File: config.mk
export PLATFORM = sky130hd
export DESIGN_NAME = mem_io_bridge_flat
export DESIGN_NICKNAME = d
export VERILOG_FILES = /design/src/rtl/mem_io_bridge_pkg.sv /design/src/rtl/mem_io_bridge_if.sv /design/src/rtl/mem_io_bridge_load_align.sv /design/src/rtl/mem_io_bridge.sv /design/src/flat_wrapper.sv
export SDC_FILE = /design/constraint.sdc
export NUM_CORES = 1
export LEC_CHECK = 0
export CAP_MARGIN = 20
export CORE_MARGIN = 3
export CORE_UTILIZATION = 40
export DETAILED_ROUTE_END_ITERATION = 8
export MAX_ROUTING_LAYER = met4
export PLACE_DENSITY = 0.88
export SLEW_MARGIN = 5
export SYNTH_ARGS = -nofsm -noshare
export SYNTH_HDL_FRONTEND = slang
export SYNTH_HIERARCHICAL = 1
export SYNTH_SLANG_ARGS = --single-unit
File: constraint.sdc
create_clock -name clk -period 2 [get_ports clk]
set_clock_uncertainty 0.2 [all_clocks]
set_input_delay 0.2 -clock clk [delete_from_list [all_inputs] [get_ports clk]]
set_output_delay 0.2 -clock clk [all_outputs]
set_load 0.01 [all_outputs]
File: src/rtl/mem_io_bridge_pkg.sv
`default_nettype none
// ============================================================================
//  Module   : mem_io_bridge_pkg
//  Brief    : Shared definitions for the memory/IO bridge: access-size
//             encoding, FSM state type and small decode helpers.
//  Revision : 1.0 - initial release
// ============================================================================
package mem_io_bridge_pkg;

   // Access-size encoding carried on req_size
   localparam logic [1:0] c_sz_byte  = 2'b00;   // byte, sign-extended on load
   localparam logic [1:0] c_sz_word  = 2'b01;   // 32-bit word
   localparam logic [1:0] c_sz_byteu = 2'b10;   // byte, zero-extended on load
   localparam logic [1:0] c_sz_half  = 2'b11;   // halfword, sign-extended on load

   // Bridge control states
   typedef enum logic [1:0] {
      ST_IDLE = 2'd0,
      ST_MEM  = 2'd1,
      ST_IO   = 2'd2,
      ST_RESP = 2'd3
   } state_t;

   // A word must sit on a 4-byte boundary, a half on a 2-byte boundary
   function automatic logic is_misaligned(input logic [1:0] size, input logic [1:0] lane);
      logic w_mis;
      w_mis = 1'b0;
      if (size == c_sz_word)
         w_mis = (lane != 2'b00);
      else if (size == c_sz_half)
         w_mis = lane[0];
      return w_mis;
   endfunction

   // Byte strobes for an aligned access at the given lane
   function automatic logic [3:0] byte_enables(input logic [1:0] size, input logic [1:0] lane);
      logic [3:0] w_be;
      case (size)
         c_sz_byte, c_sz_byteu: w_be = 4'b0001 << lane;
         c_sz_half:             w_be = lane[1] ? 4'b1100 : 4'b0011;
         default:               w_be = 4'b1111;
      endcase
      return w_be;
   endfunction

   // Replicate right-aligned store data across every lane it could land in
   function automatic logic [31:0] replicate_store(input logic [1:0] size, input logic [31:0] data);
      logic [31:0] w_rep;
      case (size)
         c_sz_byte, c_sz_byteu: w_rep = {4{data[7:0]}};
         c_sz_half:             w_rep = {2{data[15:0]}};
         default:               w_rep = data;
      endcase
      return w_rep;
   endfunction

endpackage
`default_nettype wire

File: src/rtl/mem_io_bridge_if.sv
`default_nettype none
// ============================================================================
//  Module   : mem_io_bridge_if
//  Brief    : Request/response, data-RAM and IO-channel signal bundle of the
//             bridge. "slave" is the bridge view, "master" the environment.
//  Revision : 1.0 - initial release
// ============================================================================
interface mem_io_bridge_if #(
   parameter int ADDR_W = 14,
   parameter int IO_CH  = 4,
   parameter int IO_W   = 16
);
   // Request / response
   logic                    req_valid;
   logic                    req_ready;
   logic                    req_we;
   logic [1:0]              req_size;
   logic [ADDR_W-1:0]       req_addr;
   logic [31:0]             req_wdata;
   logic                    resp_valid;
   logic [31:0]             resp_rdata;
   logic                    resp_err;
   // Data RAM
   logic                    mem_en;
   logic [3:0]              mem_be;
   logic [ADDR_W-3:0]       mem_addr;
   logic [31:0]             mem_wdata;
   logic [31:0]             mem_rdata;
   // IO channels
   logic [IO_CH-1:0]        io_sel;
   logic                    io_we;
   logic [IO_W-1:0]         io_wdata;
   logic [IO_CH*IO_W-1:0]   io_rdata;
   logic [IO_CH-1:0]        io_ack;

   modport slave (
      input  req_valid, req_we, req_size, req_addr, req_wdata,
      input  mem_rdata, io_rdata, io_ack,
      output req_ready, resp_valid, resp_rdata, resp_err,
      output mem_en, mem_be, mem_addr, mem_wdata,
      output io_sel, io_we, io_wdata
   );

   modport master (
      output req_valid, req_we, req_size, req_addr, req_wdata,
      output mem_rdata, io_rdata, io_ack,
      input  req_ready, resp_valid, resp_rdata, resp_err,
      input  mem_en, mem_be, mem_addr, mem_wdata,
      input  io_sel, io_we, io_wdata
   );

endinterface
`default_nettype wire

File: src/rtl/mem_io_bridge_load_align.sv
`default_nettype none
// ============================================================================
//  Module   : load_align
//  Brief    : Picks the addressed lane out of a 32-bit RAM word and extends
//             it to 32 bits according to the access size.
//  Revision : 1.0 - initial release
// ============================================================================
module load_align
   import mem_io_bridge_pkg::*;
(
   input  wire logic [31:0] i_rdata,
   input  wire logic [1:0]  i_lane,
   input  wire logic [1:0]  i_size,
   output logic [31:0]      o_data
);

   logic [7:0]  w_byte;
   logic [15:0] w_half;

   // Lane selection followed by sign/zero extension
   always_comb begin
      w_byte = i_rdata[7:0];
      w_half = i_lane[1] ? i_rdata[31:16] : i_rdata[15:0];
      case (i_lane)
         2'd0:    w_byte = i_rdata[7:0];
         2'd1:    w_byte = i_rdata[15:8];
         2'd2:    w_byte = i_rdata[23:16];
         default: w_byte = i_rdata[31:24];
      endcase
      case (i_size)
         c_sz_byte:  o_data = {{24{w_byte[7]}}, w_byte};
         c_sz_byteu: o_data = {24'h000000, w_byte};
         c_sz_half:  o_data = {{16{w_half[15]}}, w_half};
         default:    o_data = i_rdata;
      endcase
   end

endmodule
`default_nettype wire

File: src/rtl/mem_io_bridge.sv
`default_nettype none
// ============================================================================
//  Module   : mem_io_bridge
//  Brief    : Single-outstanding bridge from a load/store request port to a
//             synchronous data RAM (below IO_BASE) or to IO_CH handshaked IO
//             channels (at/above IO_BASE), with alignment and ack-timeout
//             error reporting.
//  Revision : 1.0 - initial release
// ============================================================================
module mem_io_bridge
   import mem_io_bridge_pkg::*;
#(
   parameter int                ADDR_W  = 14,
   parameter int                IO_CH   = 4,
   parameter int                IO_W    = 16,
   parameter logic [ADDR_W-1:0] IO_BASE = 14'h3C00,
   parameter int                TIMEOUT = 15
)(
   input  wire logic        clk,
   input  wire logic        rst_n,
   mem_io_bridge_if.slave   bus
);

   localparam int                 c_cnt_w    = $clog2(TIMEOUT + 1);
   localparam logic [c_cnt_w-1:0] c_cnt_last = c_cnt_w'(TIMEOUT - 1);

   state_t               r_state;
   state_t               w_next;

   // Captured request
   logic                 r_we;
   logic [1:0]           r_size;
   logic [ADDR_W-1:0]    r_addr;
   logic [31:0]          r_wdata;
   logic                 r_is_io;
   logic [IO_CH-1:0]     r_ch_oh;

   // Access progress and response
   logic                 r_err_pend;
   logic [c_cnt_w-1:0]   r_cnt;
   logic [31:0]          r_io_rdata;
   logic                 r_resp_valid;
   logic                 r_resp_err;
   logic [31:0]          r_resp_rdata;

   logic                 w_accept;
   logic                 w_req_io;
   logic                 w_req_mis;
   logic [IO_CH-1:0]     w_req_ch_oh;
   logic                 w_req_ch_ok;
   logic                 w_io_ack;
   logic [IO_W-1:0]      w_io_data;
   logic [31:0]          w_io_sext;
   logic [31:0]          w_load_data;

   assign w_accept    = bus.req_valid && (r_state == ST_IDLE);
   assign w_req_io    = (bus.req_addr >= IO_BASE);
   assign w_req_mis   = is_misaligned(bus.req_size, bus.req_addr[1:0]);
   assign w_req_ch_ok = |w_req_ch_oh;
   assign w_io_ack    = |(bus.io_ack & r_ch_oh);
   assign w_io_sext   = {{(32-IO_W){w_io_data[IO_W-1]}}, w_io_data};

   // Channel decode from addr[7:4]; an empty one-hot marks a non-existent channel
   always_comb begin
      w_req_ch_oh = '0;
      for (int i = 0; i < IO_CH; i++) begin
         w_req_ch_oh[i] = (bus.req_addr[7:4] == 4'(i));
      end
   end

   // Read-data mux for the channel selected by the captured one-hot
   always_comb begin
      w_io_data = '0;
      for (int i = 0; i < IO_CH; i++) begin
         if (r_ch_oh[i])
            w_io_data = w_io_data | bus.io_rdata[i*IO_W +: IO_W];
      end
   end

   load_align u_load_align (
      .i_rdata (bus.mem_rdata),
      .i_lane  (r_addr[1:0]),
      .i_size  (r_size),
      .o_data  (w_load_data)
   );

   // State register
   always_ff @(posedge clk or negedge rst_n) begin
      if (!rst_n)
         r_state <= ST_IDLE;
      else
         r_state <= w_next;
   end

   // Next-state decode; alignment errors take precedence over address decode
   always_comb begin
      w_next = r_state;
      case (r_state)
         ST_IDLE: begin
            if (w_accept) begin
               if (w_req_mis)
                  w_next = ST_RESP;
               else if (w_req_io)
                  w_next = w_req_ch_ok ? ST_IO : ST_RESP;
               else
                  w_next = ST_MEM;
            end
         end
         ST_MEM:  w_next = ST_RESP;
         ST_IO: begin
            // An ack in the final counted cycle still completes normally
            if (w_io_ack || (r_cnt == c_cnt_last))
               w_next = ST_RESP;
         end
         ST_RESP: w_next = ST_IDLE;
         default: w_next = ST_IDLE;
      endcase
   end

   // Request capture, IO wait counting and registered response
   always_ff @(posedge clk or negedge rst_n) begin
      if (!rst_n) begin
         r_we         <= 1'b0;
         r_size       <= c_sz_word;
         r_addr       <= '0;
         r_wdata      <= '0;
         r_is_io      <= 1'b0;
         r_ch_oh      <= '0;
         r_err_pend   <= 1'b0;
         r_cnt        <= '0;
         r_io_rdata   <= '0;
         r_resp_valid <= 1'b0;
         r_resp_err   <= 1'b0;
         r_resp_rdata <= '0;
      end else begin
         r_resp_valid <= 1'b0;
         case (r_state)
            ST_IDLE: begin
               if (w_accept) begin
                  r_we       <= bus.req_we;
                  r_size     <= bus.req_size;
                  r_addr     <= bus.req_addr;
                  r_wdata    <= bus.req_wdata;
                  r_is_io    <= w_req_io;
                  r_ch_oh    <= w_req_ch_oh;
                  r_err_pend <= w_req_mis || (w_req_io && !w_req_ch_ok);
                  r_cnt      <= '0;
               end
            end
            ST_IO: begin
               r_cnt <= r_cnt + c_cnt_w'(1);
               if (w_io_ack)
                  r_io_rdata <= w_io_sext;
               else if (r_cnt == c_cnt_last)
                  r_err_pend <= 1'b1;
            end
            ST_RESP: begin
               r_resp_valid <= 1'b1;
               r_resp_err   <= r_err_pend;
               if (r_err_pend || r_we)
                  r_resp_rdata <= '0;
               else if (r_is_io)
                  r_resp_rdata <= r_io_rdata;
               else
                  r_resp_rdata <= w_load_data;
            end
            default: ;
         endcase
      end
   end

   assign bus.req_ready  = (r_state == ST_IDLE);
   assign bus.resp_valid = r_resp_valid;
   assign bus.resp_err   = r_resp_err;
   assign bus.resp_rdata = r_resp_rdata;

   assign bus.mem_en     = (r_state == ST_MEM);
   assign bus.mem_be     = ((r_state == ST_MEM) && r_we) ? byte_enables(r_size, r_addr[1:0]) : 4'b0000;
   assign bus.mem_addr   = r_addr[ADDR_W-1:2];
   assign bus.mem_wdata  = replicate_store(r_size, r_wdata);

   assign bus.io_sel     = (r_state == ST_IO) ? r_ch_oh : '0;
   assign bus.io_we      = (r_state == ST_IO) && r_we;
   assign bus.io_wdata   = r_wdata[IO_W-1:0];

endmodule
`default_nettype wire

File: src/flat_wrapper.sv
// flat-port wrapper written by rule: the top's interface ports become plain ports
module mem_io_bridge_flat import mem_io_bridge_pkg::*;
#(
   parameter int                ADDR_W  = 14,
   parameter int                IO_CH   = 4,
   parameter int                IO_W    = 16,
   parameter logic [ADDR_W-1:0] IO_BASE = 14'h3C00,
   parameter int                TIMEOUT = 15
)
  (clk, rst_n, bus_req_valid, bus_req_we, bus_req_size, bus_req_addr, bus_req_wdata, bus_mem_rdata, bus_io_rdata, bus_io_ack, bus_req_ready, bus_resp_valid, bus_resp_rdata, bus_resp_err, bus_mem_en, bus_mem_be, bus_mem_addr, bus_mem_wdata, bus_io_sel, bus_io_we, bus_io_wdata);
  mem_io_bridge_if #(.ADDR_W(ADDR_W), .IO_CH(IO_CH), .IO_W(IO_W)) bus_i ();
  input  wire logic clk;
  input  wire logic rst_n;
  input wire logic [$bits(bus_i.req_valid)-1:0] bus_req_valid;
  input wire logic [$bits(bus_i.req_we)-1:0] bus_req_we;
  input wire logic [$bits(bus_i.req_size)-1:0] bus_req_size;
  input wire logic [$bits(bus_i.req_addr)-1:0] bus_req_addr;
  input wire logic [$bits(bus_i.req_wdata)-1:0] bus_req_wdata;
  input wire logic [$bits(bus_i.mem_rdata)-1:0] bus_mem_rdata;
  input wire logic [$bits(bus_i.io_rdata)-1:0] bus_io_rdata;
  input wire logic [$bits(bus_i.io_ack)-1:0] bus_io_ack;
  output wire logic [$bits(bus_i.req_ready)-1:0] bus_req_ready;
  output wire logic [$bits(bus_i.resp_valid)-1:0] bus_resp_valid;
  output wire logic [$bits(bus_i.resp_rdata)-1:0] bus_resp_rdata;
  output wire logic [$bits(bus_i.resp_err)-1:0] bus_resp_err;
  output wire logic [$bits(bus_i.mem_en)-1:0] bus_mem_en;
  output wire logic [$bits(bus_i.mem_be)-1:0] bus_mem_be;
  output wire logic [$bits(bus_i.mem_addr)-1:0] bus_mem_addr;
  output wire logic [$bits(bus_i.mem_wdata)-1:0] bus_mem_wdata;
  output wire logic [$bits(bus_i.io_sel)-1:0] bus_io_sel;
  output wire logic [$bits(bus_i.io_we)-1:0] bus_io_we;
  output wire logic [$bits(bus_i.io_wdata)-1:0] bus_io_wdata;
  assign bus_i.req_valid = bus_req_valid;
  assign bus_i.req_we = bus_req_we;
  assign bus_i.req_size = bus_req_size;
  assign bus_i.req_addr = bus_req_addr;
  assign bus_i.req_wdata = bus_req_wdata;
  assign bus_i.mem_rdata = bus_mem_rdata;
  assign bus_i.io_rdata = bus_io_rdata;
  assign bus_i.io_ack = bus_io_ack;
  assign bus_req_ready = bus_i.req_ready;
  assign bus_resp_valid = bus_i.resp_valid;
  assign bus_resp_rdata = bus_i.resp_rdata;
  assign bus_resp_err = bus_i.resp_err;
  assign bus_mem_en = bus_i.mem_en;
  assign bus_mem_be = bus_i.mem_be;
  assign bus_mem_addr = bus_i.mem_addr;
  assign bus_mem_wdata = bus_i.mem_wdata;
  assign bus_io_sel = bus_i.io_sel;
  assign bus_io_we = bus_i.io_we;
  assign bus_io_wdata = bus_i.io_wdata;
  mem_io_bridge #(.ADDR_W(ADDR_W), .IO_CH(IO_CH), .IO_W(IO_W), .IO_BASE(IO_BASE), .TIMEOUT(TIMEOUT)) u_core (.clk(clk), .rst_n(rst_n), .bus(bus_i));
endmodule
# Word-level counts from Yosys, hierarchy flattened
# Cells that the tools add are included.
[totals]
regBits = 111
wordCells = 88
input_bits = 152
output_inout_bits = 105
[op_classes]
n_bitwise = 4
mux = 29
addsub = 1
n_lt_le_gt_ge = 1
n_shift = 1
reduce_logical = 22
eq_ne = 17
[ops]
columns = ["op", "n"]
rows = [
  ["$pmux W32 S3", 1],
  ["$mux W16", 5],
  ["$mux W32", 2],
  ["$pmux W32 S2", 1],
  ["$or A16 B16 Y16", 3],
  ["$pmux W8 S3", 1],
  ["$mux W4", 4],
  ["$pmux W4 S2", 2],
  ["$ge A14 B14 Y1 const B", 1],
  ["$eq A2 B2 Y1 const B", 6],
  ["$eq A4 B2 Y1 const B", 2],
  ["$mux W2", 4],
  ["$pmux W2 S4", 1],
  ["$reduce_and A2 Y1", 4],
  ["$reduce_or A4 Y1", 2],
  ["$mux W1", 7],
  ["$eq A2 B1 Y1 const B", 3],
  ["$logic_not A2 Y1", 3],
  ["$ne A2 B1 Y1 const B", 3],
  ["$add A4 B1 Y4 const B", 1],
  ["$and A4 B4 Y4", 1],
  ["$eq A4 B1 Y1 const B", 1],
  ["$eq A4 B4 Y1 const B", 1],
  ["$logic_and A1 B1 Y1", 4],
  ["other kinds (9)", 12],
]

# Depth between registers and ports, before layout
# Gate-level depths: netlist of the first run.
[logic_depth]
word_depth = 7
mapped_depth = 8
mapped_depth_nobuf = 6

# Modules after synthesis
# The synthesis of the first run kept the hierarchy.
[modules_own_cells]
columns = ["module", "cells_per_inst", "seq_area_each_um2", "n_inst", "area_per_inst_um2"]
rows = [
  ["mem_io_bridge", 504, 2778.9, 1, 5559.1],
  ["load_align", 102, 0.0, 1, 755.7],
]

# Least setup slack after synthesis of the first run
# No wires, ideal clock.
[synth_path]
path_kind = "register to register"
start = "register u_core.r_state[0]"
end = "register u_core.r_addr[0]"
arrival_ps = 1569
synth_period_minus_slack_ps = 1894
required_ps = 1675
path_slack_ps = 106
setup_time_ps = 125
path_buffers = 3
path_stages_with_launch = 8
path_cell_list = "dfrtp_1 -> inv_1 -> ha_1 -> buf_4 -> nand2_1 -> buf_4 -> buf_6 -> mux2_2"
[synth_between]
elab_chain_cells = 3
[synth_rtl]
columns = ["element", "line_no", "text"]
rows = [
  ["start: declaration", "mem_io_bridge.sv:27", "state_t r_state;"],
  ["start signal: assignment", "mem_io_bridge.sv:92", "r_state <= w_next;"],
  ["$logic_not A2 Y1 (*)", "--", ""],
  ["named net bus_req_ready", "flat_wrapper.sv:22", "output wire logic [$bits(bus_i.req_ready)-1:0] bus_req_ready;"],
  ["$logic_and A1 B1 Y1", "mem_io_bridge.sv:56", "assign w_accept = bus.req_valid && (r_state == ST_IDLE);"],
  ["$reduce_and A2 Y1 (no line) (*)", "--", ""],
  ["end signal: assignment", "mem_io_bridge.sv:142", "r_addr <= bus.req_addr;"],
  ["end: declaration", "mem_io_bridge.sv:33", "logic [ADDR_W-1:0] r_addr;"],
]
# Mark *: on every way through the listed nets, which the timed path passes. The rest lies on a longest branch.
# A chain may end at the register's enable or synchronous reset.

# Worst setup path in the final report of the first run
[layout_path]
start = "register u_core.r_size[0]"
end = "output bus_mem_wdata[29]"
[layout_between]
elab_chain_cells = 3
elab_cells_between_ends = 5
cone_classes = "2 x eq/ne; 1 x mux; 2 x reduce/logical"
[layout_rtl]
columns = ["element", "line_no", "text"]
rows = [
  ["start: declaration", "mem_io_bridge.sv:32", "logic [1:0] r_size;"],
  ["start signal: assignment", "mem_io_bridge.sv:124", "r_size <= c_sz_word;"],
  ["start signal: assignment", "mem_io_bridge.sv:141", "r_size <= bus.req_size;"],
  ["$eq A2 B2 Y1 or $logic_not A2 Y1 (tied branches)", "mem_io_bridge_pkg.sv:49", "case (size)"],
  ["$reduce_or A2 Y1", "mem_io_bridge_pkg.sv:49", ""],
  ["$pmux W32 S2 (*)", "mem_io_bridge_pkg.sv:49", ""],
  ["end: declaration", "flat_wrapper.sv:29", "output wire logic [$bits(bus_i.mem_wdata)-1:0] bus_mem_wdata;"],
]
# Every way passes the cells marked *; elsewhere a longest branch is shown, timed or not.

==> results of run 1 <==
-- per-layer routing --
metal,vias up,track usage,wire [um],share of wire
li1,2627,-,-,-
met1,2778,0.287,8360,0.40
met2,257,0.394,10400,0.50
met3,47,0.0479,1260,0.061
met4,0,0.102,674,0.032
met5,-,-,0,0
-- cell families (layout without fill, tap and decap cells) --
| logic type | Yosys count | in the layout |
|---|---|---|
| AO/OA/AOI/OAI | 160 | 160 |
| adder cells (fa/ha/maj) | 6 | 6 |
| buffers and inverters | 119 | 368 |
| flip-flops | 111 | 111 |
| multiplexers | 115 | 115 |
| AND/OR/NAND/NOR | 95 | 95 |
-- critical path, stage by stage (launching register included) --
cell     delay [ns]
dfstp_2        0.58
buf_12         0.14
mux2_4         0.32
mux2_2         0.29
buf_6          0.13
-- repair_timing --
action	CTS	global route
hold buffers	1	0
endpoints found under the hold margin	110	0
cloned	1	1
pin swaps	1	9
endpoints found under the setup margin	59	54
buffers inserted	7	4
resized for setup	169	49
-- stage by stage --
stage / instances / total power [uW] / utilization / area (sq um) / hold slack [ns]
finish: 1066 / 15200 / 0.637 / 9760 / 0.0979
global placement: 1038 / 11800 / 0.592 / 9070 / -0.0627
detailed placement: 1038 / 12000 / 0.592 / 9070 / -0.0626
global route: 1066 / 16000 / 0.637 / 9760 / 0.116
floorplan: 606 / 8610 / - / 6310 / -0.296
CTS: 1063 / 14800 / 0.629 / 9640 / 0.103
-- cell type report --
cell class,count,area (sq um)
fillers,1216,5550
repair buffers,312,3130
multi-input cells,376,3080
flip-flops and latches,111,2780
well taps,211,264
clock buffers,10,239
inverters,40,150
clock inverters,6,115
-- synthesized netlist by cell type (7+ instances only) --
master	number	area (sq um)
mux4_2	7	158
o21ai_0	38	190
clkbuf_1	14	52.6
mux2_2	75	845
o21ai_1	11	55.1
a221oi_1	16	140
nand2_1	41	154
buf_2	17	85.1
a21oi_1	27	135
mux2i_1	31	310
inv_1	39	146
buf_4	40	300
dfrtp_1	110	2750
a22o_1	16	140
o22ai_1	42	263
nor2_1	24	90.1
-- final timing paths --
| kind | from | endpoint | slack (ns) | depth (start not counted) |
|---|---|---|---|---|
| worst max-delay path | u_core/r_size[0]$_DFFE_PN1P_ | bus_mem_wdata[29] | -0.21 | 4 |
| worst min-delay path | rst_n | u_core/r_wdata[7]$_DFFE_PN0P_ | 0.1 | 2 |
| worst max register to register | u_core/r_size[0]$_DFFE_PN1P_ | u_core/bus.resp_rdata[25]$_DFFE_PN0P_ | -0.06 | 9 |
| worst min register to register | u_core/r_io_rdata[12]$_DFFE_PN0P_ | u_core/r_io_rdata[12]$_DFFE_PN0P_ | 0.29 | 2 |
| max in group asynchronous | rst_n | u_core/r_size[0]$_DFFE_PN1P_ | 0.88 | 3 |
| min in group clk | bus_req_wdata[30] | u_core/r_wdata[30]$_DFFE_PN0P_ | 0.25 | 2 |
-- state kept, by name, indices dropped and copies added (netlist names) --
name	count
u_core/bus.resp_err	1
u_core/r_state	2
u_core/r_cnt	4
u_core/r_is_io	1
u_core/r_size	2
u_core/r_wdata	32
u_core/bus.resp_valid	1
u_core/bus.resp_rdata	32
u_core/r_io_rdata	16
u_core/r_err_pend	1
u_core/r_we	1
u_core/r_ch_oh	4
u_core/r_addr	14
-- power breakdown --
group	switching, uW	total [uW]	internal (uW)
logic	4110	9240	5130
registers	692	3830	3130
clock network	851	2120	1270
==> impl_results.md, run 1 <==
* Initial core utilization at 0.412
* Post-synthesis simple-gate area fraction at 0.0680
* Failing checks: setup timing
* First-pass GRT wire length at 32200 um
* Fraction of registers with async set/reset at 1.00
* Final ANT Viol Nets at 0
* Post-synthesis register bit count at 111
* CP Class: reg -> out
* Routed WL per cell at 19.5 um
* Core area at 15300 sq um
* CP max FO at 5
* Gr ovfl total at 0
* Primary FF master, synth: dfrtp_1
* Finish-stage setup viols at 42
* Maximum clock rate at 453 MHz
* Post-route DRC violation count at 0
* CP Data Arrival Time at 1.81 ns
* Final period util at 1.10
* Synth Area in XOR/XNOR at 0
* Synth Area in Compound Gates at 0.164
* Final nets at 1008
* Drt pass-1 iters at 5
* Status: complete, but fails checks
* I/O Pins at 257
* Fin. max-slew vios at 0
* Largest family of logic cells by synthesized area: multiplexers
* Chip Height at 132 um
* Max transition margin at 0.571
* Layout cells sized above 1 at 0.261
* HP Class: in -> async
* Mapped Area at 6310 sq um
* RSZ-0062 raised after global routing: true
* Final hold viol count at 0
* Htree depth at 3
* Row count at 45
* Leak at 0.00416 uW
* CP required at 1.60 ns
* Worst slack, placed at -0.221 ns
* Post-DP HPWL at 15100 um
* Mux cell area share after synthesis at 0.213
* Worst skew pair latency at 0.35 ns
* Element type at the critical path end: output port
* Most frequent cells in the layout: clkdlybuf4s50_1 (220), dfrtp_1 (108), mux2_2 (60)
* MaxCap Viol Count at 0
* CTS Buffer Depth at 2
* Vias in the first global route at 6052
* Port bufs at 256
* CTS tree: yes
* Gpl congestion at 0.888
* Worst-Margin Slew at 0.644 ns
* Root Buffer: clkbuf_16
* P&R area growth vs syn at 54.6%
* Iter 0 DRT Violations at 360
* CTS buffer count at 9
* Die W at 132 um
* Initial antenna violation count at 0
* TNS Setup at -3.31 ns
* Power density over cell area at 1560 nW/um^2
* Sequential element share of the synthesized area at 0.440
* Setup crit start kind: register
* Synth Net Count at 764
* All-Layer GR Usage at 0.239
* DR vias at 5709
* Die Area at 17300 sq um
* Gate Count Post-Synth at 606
* Clk sinks at 111
* Syn Area/Cell at 10.4 sq um
* Final min period at 2.21 ns
* Yosys cell types at 41
* Number of synthesized flops with an enable pin at 0
* Routed wire length at 20700 um
* IR drop worst, VDD at 1.17 mV
* Clock Pin Slew Worst Setup and Hold Paths at 0.07 ns
* Number of diodes at 0
* Fin worst setup slack at -0.209 ns
* DR vias/cell at 5.36
* Adder-Cell Fraction of Synth Area at 0.0119
* Yosys warns at 6
* Largest net degree at the start of global routing at 51
* Most common cell after layout, fill and taps aside: clkdlybuf4s50_1
Note: power is estimated with default switching activity, not from simulation.
==> run 2: changes to the inputs <==
- CORE_ASPECT_RATIO: not set -> 0.7
==> run 2 against run 1 <==
  * The flow still finishes with violations (setup timing)
  * Worst setup slack worse by 0.064 ns
  * Sequential cell count unchanged
  * Global-route usage down 1.0 points
  * Via count grew 3.0%
  * Critical path type is now reg -> reg
  * Largest cell class is now multi-input combinational cells
==> impl_results.md, run 2 (synthesized netlist as in run 1, its figures left out) <==
* Number of diodes at 0
* RSZ-0062 raised after global routing: true
* Bufs and invs on worst path at 4
* Gr ovfl total at 0
* Iter 0 DRT Violations at 505
* Post-route DRC violation count at 0
* Worst slack, placed at -0.266 ns
* Gpl congestion at 0.929
* Routed WL per cell at 20.4 um
* All-Layer GR Usage at 0.229
* Setup crit start kind: register
* Final nets at 1021
* Worst path slowest cell: dfstp_4
* CTS Buffer Depth at 2
* Htree depth at 3
* Reg-to-Reg Start: u_core/r_size[0]$_DFFE_PN1P_
* Final hold viol count at 0
* Clk sinks at 111
* Routed wire length at 21700 um
* Worst R2R Path Depth at 8
* P&R area growth vs syn at 61.3%
* Leak at 0.00429 uW
* Maximum clock rate at 440 MHz
* Worst-Margin Slew at 0.929 ns
* Most frequent cells in the layout: clkdlybuf4s50_1 (220), dfrtp_1 (109), mux2_2 (63), buf_4 (42), inv_1 (37)
* Row count at 37
* Failing checks: setup timing
* Chip Height at 111 um
* MaxCap Viol Count at 0
* Post-DP HPWL at 15000 um
* CP required at 2.02 ns
* Hold WS at 0.252 ns
* IR drop worst, VDD at 1.31 mV
* CP Class: reg -> reg
* Finish-stage setup viols at 54
* Drt pass-1 iters at 5
* Final ANT Viol Nets at 0
* Element type at the critical path end: register
* Core area at 15000 sq um
* Port bufs at 256
* Worst skew pair latency at 0.35 ns
* Root Buffer: clkbuf_16
* Reg2reg end: u_core/bus.resp_rdata[29]$_DFFE_PN0P_
* Clock Pin Slew Worst Setup and Hold Paths at 0.08 ns
* Reg2Reg Setup Slack at -0.27 ns
* Vias in the first global route at 5649
* Initial core utilization at 0.420
* Status: complete, but fails checks
* Layout cells sized above 1 at 0.329
* CTS buffer count at 9
* First-pass GRT wire length at 30900 um
* Power density over cell area at 1570 nW/um^2
* Initial antenna violation count at 0
* Top delay family on crit path: buffers and inverters
* Final min period at 2.27 ns
* Max incr delay on CP at 0.65 ns
* HP Class: in -> async
* CP max FO at 8
* Fin worst setup slack at -0.273 ns
* Max transition margin at 0.381
* Die W at 156 um
* Largest net degree at the start of global routing at 112
* Final period util at 1.14
* Total power at 16000 uW
* Fin. max-slew vios at 0
* CP cell instances: buf_8 > buf_8 > clkinvlp_4 > buf_6 > nor2_1 > o21ai_2 > a21oi_1 > o22ai_1
* CP Data Arrival Time at 2.29 ns
* Most used cell, CP: buf_8
* DR vias at 5881
* DR vias/cell at 5.53
* Die Area at 17400 sq um
* Most common cell after layout, fill and taps aside: clkdlybuf4s50_1
* I/O Pins at 257
* CTS tree: yes
==> run 2: final cells by class <==
cell class,count,area [sq um]
clock buffers,11,243
clock inverters,5,48.8
fillers,1073,4860
inverters,40,154
multi-input cells,376,3410
flip-flops and latches,111,2780
well taps,195,244
repair buffers,325,3300
==> run 2: through the flow <==
stage	utilization	area [sq um]	instances	TNS (ns)
after floorplan	-	6310	606	0
after global placement	0.604	9080	1027	-4.78
after detailed placement	0.604	9080	1027	-6.12
after CTS	0.639	9610	1054	-7.36
after global routing	0.677	10200	1063	-12.70
final	0.677	10200	1063	-9.44
==> run 2: what timing repair did <==
action,in CTS,in global routing
cloned,2,2
endpoints found under the setup margin,65,62
endpoints found under the hold margin,110,0
setup buffers,8,9
resized for setup,168,138
pin swaps,0,77
hold buffers,1,0
==> run 2: report_power, final <==
group	leakage (uW)	internal [uW]	total, uW	switching (uW)
clock	0.000144	909	1790	884
combinational	0.00273	5650	10400	4710
sequential	0.00141	3140	3810	674
==> run 2: tightest hold or removal path: cells and delay by family <==
family	cells	cell delay, ns
buffers and inverters	3	1.07
==> run 2: how the worst max path moves through the flow <==
stage	startpoint	endpoint	slack [ns]	depth (start not counted)
floorplan	u_core/r_state[0]$_DFFE_PN0P_	u_core/r_addr[0]$_DFFE_PN0P_	0.11	7
global placement	u_core/r_size[0]$_DFFE_PN1P_	bus_mem_wdata[27]	-0.26	3
detailed placement	u_core/r_size[0]$_DFFE_PN1P_	bus_mem_wdata[27]	-0.27	3
CTS	u_core/r_size[0]$_DFFE_PN1P_	bus_mem_wdata[26]	-0.24	4
global route	u_core/r_size[0]$_DFFE_PN1P_	u_core/bus.resp_rdata[29]$_DFFE_PN0P_	-0.35	8
finish	u_core/r_size[0]$_DFFE_PN1P_	u_core/bus.resp_rdata[29]$_DFFE_PN0P_	-0.27	8
==> run 2: metal layers <==
metal,global-route usage,part of all wire
met1,0.320,0.42
met2,0.345,0.48
met3,0.0519,0.082
met4,0.0466,0.017
met5,-,0
